`config.mk`:
```
export PLATFORM = sky130hd
export DESIGN_NAME = seg_scan_8
export DESIGN_NICKNAME = d
export VERILOG_FILES = /design/src/rtl/seg_scan_8.sv
export SDC_FILE = /design/constraint.sdc
export NUM_CORES = 1
export LEC_CHECK = 0
export ABC_AREA = 1
export ABC_CLOCK_PERIOD_IN_PS = 2420
export CAP_MARGIN = 15
export CORE_ASPECT_RATIO = 0.7
export CORE_UTILIZATION = 45
export CTS_BUF_LIST = sky130_fd_sc_hd__clkbuf_8
export DETAILED_ROUTE_END_ITERATION = 16
export PLACE_DENSITY = 0.71
export REMOVE_ABC_BUFFERS = 1
export SLEW_MARGIN = 20
export SYNTH_ARGS = -nofsm -noshare
export SYNTH_HDL_FRONTEND = slang
export SYNTH_SLANG_ARGS = --single-unit
export TNS_END_PERCENT = 50
```
`constraint.sdc`:
```
create_clock -name sys_clk -period 2.42 [get_ports sys_clk]
set_input_delay 0.484 -clock sys_clk [delete_from_list [all_inputs] [get_ports sys_clk]]
set_output_delay 0.484 -clock sys_clk [all_outputs]
set_load 0.02 [all_outputs]
```
`src/rtl/seg_scan_8.sv`:
```
// -----------------------------------------------------------------------------
// seg_scan_8
//
// Time-multiplexed driver for an 8-position 7-segment display. Each position
// gets a slot of DWELL_CYC clocks. The first BLANK_CYC clocks of every slot
// drive all digits off, which suppresses ghosting when the select moves to the
// next position. The remaining clocks of the slot light one position.
//
// The eight digit codes and the decimal-point enables are copied into shadow
// registers once per frame, at the end of position 7's slot. They are also
// copied on the first clock edge after reset is released. A digit therefore
// never changes in the middle of a frame.
//
// Digit codes: 0-9 are numerals, 10 is blank, 11 is a dash, 12-15 are blank.
//
// Parameters
//   DWELL_CYC      clocks per digit slot (>= 2)
//   BLANK_CYC      all-off clocks at the start of each slot (0 .. DWELL_CYC-1)
//   SEG_ACTIVE_LOW 1: segment lines are active-low, 0: active-high
//   SEL_ACTIVE_LOW 1: select lines are active-low, 0: active-high
//
// Ports
//   sys_clk        system clock; all logic runs on the rising edge
//   sys_rst        asynchronous active-high reset
//   bit_7..bit_0   digit codes; bit_i is shown on position sel[i]
//   dp_en[7:0]     dp_en[i] lights the decimal point of position i
//   seg[7:0]       segment lines: seg[7] = dp, seg[6:0] = g,f,e,d,c,b,a
//   sel[7:0]       digit selects: one position active, or none
//   frame_start    one-clock pulse after each snapshot of the inputs
// -----------------------------------------------------------------------------
module seg_scan_8 #(
    parameter int unsigned DWELL_CYC      = 50000,
    parameter int unsigned BLANK_CYC      = 500,
    parameter bit          SEG_ACTIVE_LOW = 1'b1,
    parameter bit          SEL_ACTIVE_LOW = 1'b1
) (
    input  logic       sys_clk,
    input  logic       sys_rst,
    input  logic [3:0] bit_7,
    input  logic [3:0] bit_6,
    input  logic [3:0] bit_5,
    input  logic [3:0] bit_4,
    input  logic [3:0] bit_3,
    input  logic [3:0] bit_2,
    input  logic [3:0] bit_1,
    input  logic [3:0] bit_0,
    input  logic [7:0] dp_en,
    output logic [7:0] seg,
    output logic [7:0] sel,
    output logic       frame_start
);

    localparam int unsigned    CNT_W     = (DWELL_CYC > 1) ? $clog2(DWELL_CYC) : 1;
    localparam logic [CNT_W-1:0] CNT_LAST  = CNT_W'(DWELL_CYC - 1);
    localparam logic [CNT_W-1:0] CNT_BLANK = CNT_W'(BLANK_CYC);
    localparam logic [CNT_W-1:0] CNT_ONE   = CNT_W'(1);

    // XOR masks that turn the logical (active-high) levels into pin levels.
    localparam logic [7:0] SEG_INV = SEG_ACTIVE_LOW ? 8'hFF : 8'h00;
    localparam logic [7:0] SEL_INV = SEL_ACTIVE_LOW ? 8'hFF : 8'h00;

    localparam logic [3:0] CODE_BLANK = 4'd10;

    // Active-high segment pattern {g,f,e,d,c,b,a} for one digit code.
    function automatic logic [6:0] decode_digit(input logic [3:0] code);
        logic [6:0] pat;
        case (code)
            4'd0:    pat = 7'h3F;
            4'd1:    pat = 7'h06;
            4'd2:    pat = 7'h5B;
            4'd3:    pat = 7'h4F;
            4'd4:    pat = 7'h66;
            4'd5:    pat = 7'h6D;
            4'd6:    pat = 7'h7D;
            4'd7:    pat = 7'h07;
            4'd8:    pat = 7'h7F;
            4'd9:    pat = 7'h6F;
            4'd11:   pat = 7'h40;
            default: pat = 7'h00;   // 10 and 12-15 are blank
        endcase
        return pat;
    endfunction

    // State registers
    logic [CNT_W-1:0] cnt_q,          cnt_d;
    logic [2:0]       idx_q,          idx_d;
    logic [7:0][3:0]  shadow_q,       shadow_d;
    logic [7:0]       shadow_dp_q,    shadow_dp_d;
    logic             load_pending_q, load_pending_d;
    logic [7:0]       seg_q,          seg_d;
    logic [7:0]       sel_q,          sel_d;
    logic             frame_start_q,  frame_start_d;

    // Combinational helpers
    logic       cnt_wrap_s;
    logic       load_s;
    logic       blank_s;
    logic [7:0] seg_log_s;
    logic [7:0] sel_log_s;

    // Slot counter, digit index and frame snapshot.
    always_comb begin
        cnt_wrap_s = (cnt_q == CNT_LAST);

        if (cnt_wrap_s) begin
            cnt_d = '0;
            idx_d = idx_q + 3'd1;      // 3-bit index wraps 7 -> 0 by itself
        end else begin
            cnt_d = cnt_q + CNT_ONE;
            idx_d = idx_q;
        end

        // New frame data is taken when position 7's slot ends, and once
        // right after reset so the first lit slot never shows reset blanks.
        load_s = load_pending_q || (cnt_wrap_s && (idx_q == 3'd7));

        if (load_s) begin
            shadow_d    = {bit_7, bit_6, bit_5, bit_4, bit_3, bit_2, bit_1, bit_0};
            shadow_dp_d = dp_en;
        end else begin
            shadow_d    = shadow_q;
            shadow_dp_d = shadow_dp_q;
        end

        load_pending_d = 1'b0;
        frame_start_d  = load_s;
    end

    // Output pattern for the current slot phase, then pin polarity.
    always_comb begin
        blank_s = (cnt_q < CNT_BLANK);

        if (blank_s) begin
            sel_log_s = 8'h00;
            seg_log_s = 8'h00;
        end else begin
            sel_log_s = 8'h01 << idx_q;
            seg_log_s = {shadow_dp_q[idx_q], decode_digit(shadow_q[idx_q])};
        end

        seg_d = seg_log_s ^ SEG_INV;
        sel_d = sel_log_s ^ SEL_INV;
    end

    // State and output registers; reset forces every line inactive at once.
    always_ff @(posedge sys_clk or posedge sys_rst) begin
        if (sys_rst) begin
            cnt_q          <= '0;
            idx_q          <= 3'd0;
            shadow_q       <= {8{CODE_BLANK}};
            shadow_dp_q    <= 8'h00;
            load_pending_q <= 1'b1;
            seg_q          <= SEG_INV;
            sel_q          <= SEL_INV;
            frame_start_q  <= 1'b0;
        end else begin
            cnt_q          <= cnt_d;
            idx_q          <= idx_d;
            shadow_q       <= shadow_d;
            shadow_dp_q    <= shadow_dp_d;
            load_pending_q <= load_pending_d;
            seg_q          <= seg_d;
            sel_q          <= sel_d;
            frame_start_q  <= frame_start_d;
        end
    end

    assign seg         = seg_q;
    assign sel         = sel_q;
    assign frame_start = frame_start_q;

endmodule
```
==> flow_summary_export.csv <==
group,metric,value,unit
run_status,outcome,"finished, violations left",
run_status,violations,"DRC",
clock_network,worstSkewPairLatency,350,ps
clock_network,cts_tree,"done",
floorplanning,io_pins,59,
floorplanning,die_x,114,um
placed_design,post-place-cells,617,
power,p_comb_share,11.9,%
yosys,yosysTopAreaCell,"dfrtp_1",
setup_path,cpMaxStageDelayCell,"dfrtp_1",
clock_network,postCtsSetupBuffers,0,
placed_design,preCtsSetupSlack,369,ps
routing,wirelength,7970,um
global_route,grt_max_degree,78,
setup_path,worstPathMaxFanout,15,
floorplanning,initial_core_util,46.4,%
setup_path,crit_required,2710,ps
sta,relSlewSlack,58.5,%
global_route,groute.usage.overall,19.1,%
clock_network,cts_num_sinks,77,
setup_path,path_cells,"inv_1 > buf_4 > a21oi_1 > o21ai_0 > nand2_1 > nand2_1 > o21ai_0 > inv_1 > ha_1 > nand3_1 > nand3_1 > nand3_1",
yosys,synth.ff_latch_count,77,
yosys,synth_seq_area_share,50.0,%
flow_run,drv_cap,0,
yosys,synth_cell_types,29,
clock_network,clkTransAtPathRegs,80,ps
sta,layout_min_cycle_time,2090,ps
power,power.total,2740,uW
floorplanning,die_y,80.2,um
global_route,overflow,0,
yosys,synthTopCellsByArea,"dfrtp_1 28%, dfstp_2 22%, nand2_1 9.8%",
clock_network,numCtsBuffers,9,
floorplanning,core_area,0.00848,mm2
yosys,syn_inst,444,
routing,routed-via-count,3000,
setup_path,start_kind,"register",
yosys,yosysMostFrequentCell,"nand2_1",
sta,setup_viol,0,
power,peakVddDrop,0.236,mV
sta,rsz0062_at_grt,"no",
routing,drt_iter0_drc,262,
yosys,async_reset_ff_share,100,%
clock_network,root_buffer,"clkbuf_8",
power,p_sw_share,24.1,%
yosys,syn-mean-instance-area,8.86,um2
setup_path,cp_data_arrival_time,2380,ps
yosys,synth-main-ff-cell,"dfrtp_1",
clock_network,h-tree-depth,3,
yosys,ys_warn_count,0,
sta,skew,11.4,ps
yosys,syn_area,0.00393,mm2
clock_network,cts_resized,0,
hold_path,hold_class,"reg2reg",
final_layout,fillers,795,
setup_path,slowest_delay,410,ps
clock_network,ctsHoldBuffers,0,
sta,slew_viol_final,0,
final_layout,area_growth,22.9,%
floorplanning,rows,28,
final_layout,final_layout_size_suffix_gt1_share,21.6,%
setup_path,cp-end-kind,"register",
final_layout,nets,563,
global_route,grt_pass1_wl,13500,um
placed_design,hpwl,5750,um
power,p_switching,658,uW
yosys,synth_edf_count,0,
power,powerDensity,566,mW/mm2
floorplanning,die_area,0.00913,mm2
clock_network,cts_buffer_depth,2,
sta,fmax,0.479,GHz
routing,wire_per_inst,12.6,um
placed_design,port_buffers,58,
sta,fin_ws,333,ps
final_layout,final_core_util,57.0,%
power,seq_power_share,50.7,%
setup_path,worstSetupPathType,"reg2reg",
power,p_int,2080,uW
power,p_leak,0.00228,uW
global_route,grt_pass1_vias,2878,
setup_path,cp_common_cell,"nand3_1",
yosys,synth_top_area_share,28.0,%
setup_path,critPathTopFamily,"buffers and inverters",
yosys,synth_common_cells,"103 x nand2_1, 64 x inv_1, 47 x nand3_1",
sta,worstMarginPinSlew,616,ps
power,p_clk_share,37.4,%
setup_path,cp.buffers_inverters,3,
sta,period_share,86.3,%
final_layout,fin_cells,633,
routing,postRouteAntennaNets,0,
final_layout,diodes,0,
routing,first_pass_iters,11,
routing,remaining_drc_errors,1,
routing,viasPerCell,4.74,
global_route,antenna_found_initial,0,
sta,hold_violations,0,
placed_design,globalplace.congestion,0.846,
==> cells in the final DEF, fill, tap and decap left out <==
cell type / n
inv_2: 1
clkbuf_8: 9
buf_4: 9
buf_12: 2
clkinv_1: 1
nand2_4: 1
clkinv_2: 1
xor2_1: 6
nand2_1: 103
or2_2: 1
nand2_2: 20
inv_1: 66
o21ai_2: 29
nor3_1: 2
bufinv_16: 2
ha_1: 13
xnor2_1: 1
conb_1: 1
o21ai_0: 17
a21oi_1: 13
clkinvlp_4: 1
nor2_1: 23
nand3_4: 1
dfstp_2: 33
clkdlybuf4s50_1: 58
or2_1: 1
nand3_1: 47
nand3b_1: 1
nor3_4: 1
a22oi_1: 1
dfrtp_1: 44
nand4_1: 2
o211ai_1: 2
==> kinds of logic after synthesis <==
logic type | after synthesis | share of synthesized area [%]
compound gates | 62 | 10.8
flops | 77 | 50.0
buf+inv | 81 | 10.1
xor+xnor | 7 | 1.56
simple gates | 203 | 23.3
fa+ha+maj | 13 | 4.13
other cells | 1 | 0.0953
==> through the flow <==
stage | hold slack, ps | TNS, ps | instance area (um2)
after CTS | 478 | 0 | 4830
after floorplan | 433 | -3050 | 3780
after global placement | 450 | 0 | 4630
after global routing | 502 | 0 | 4830
after detailed placement | 466 | 0 | 4630
final | 478 | 0 | 4830
==> layer usage <==
| layer | global-route usage (%) | routed length [um] |
|---|---|---|
| met1 | 26.9 | 3990 |
| met2 | 29.2 | 3520 |
| met3 | 4.53 | 377 |
| met4 | 5.92 | 88 |
| met5 | 0 | 0 |
==> power by group through the flow <==
stage                     Combinational (uW)  Clock, uW  Sequential (uW)
after floorplan                          198          0             1400
after global placement                   320          0             1410
after detailed placement                 327          0             1410
after CTS                                330       1040             1390
after global routing                     367       1100             1390
final                                    325       1020             1390
==> cell type report <==
cell class | instances | area [um2] | area share (%)
sequential | 77 | 1970 | 40.7
tap | 120 | 150 | 3.11
clock buffer | 9 | 124 | 2.56
multi-input combinational | 286 | 1580 | 32.6
clock inverter | 7 | 83.8 | 1.73
inverter | 65 | 244 | 5.05
timing repair buffer | 69 | 688 | 14.2
==> state kept, by name, summed over array words and instances (netlist names) <==
| register | cells |
|---|---|
| shadow_dp_q | 8 |
| cnt_q | 16 |
| load_pending_q | 1 |
| idx_q | 3 |
| sel | 8 |
| seg | 8 |
| shadow_q | 32 |
| frame_start | 1 |
==> final timing paths <==
| kind | start | endpoint | slack (ps) | depth (start not counted) |
|---|---|---|---|---|
| max | idx_q[0] | seg[3] | 330 | 12 |
| min | cnt_q[0] | cnt_q[0] | 480 | 1 |
| max reg2reg | idx_q[0] | seg[3] | 330 | 12 |
| min reg2reg | cnt_q[0] | cnt_q[0] | 480 | 1 |
| max in group asynchronous | sys_rst | sel[2] | 1530 | 3 |
| min in group asynchronous | sys_rst | cnt_q[3] | 500 | 3 |
==> worst reg2reg max path, delay by kind of cell, from the launching register on <==
family	cells	cell delay, ps
AO/OA/AOI/OAI	3	300
adder cells (fa/ha/maj)	1	250
buffers and inverters	3	640
flip-flops	1	410
AND/OR/NAND/NOR	5	400
(Power assumes the default switching activity.)
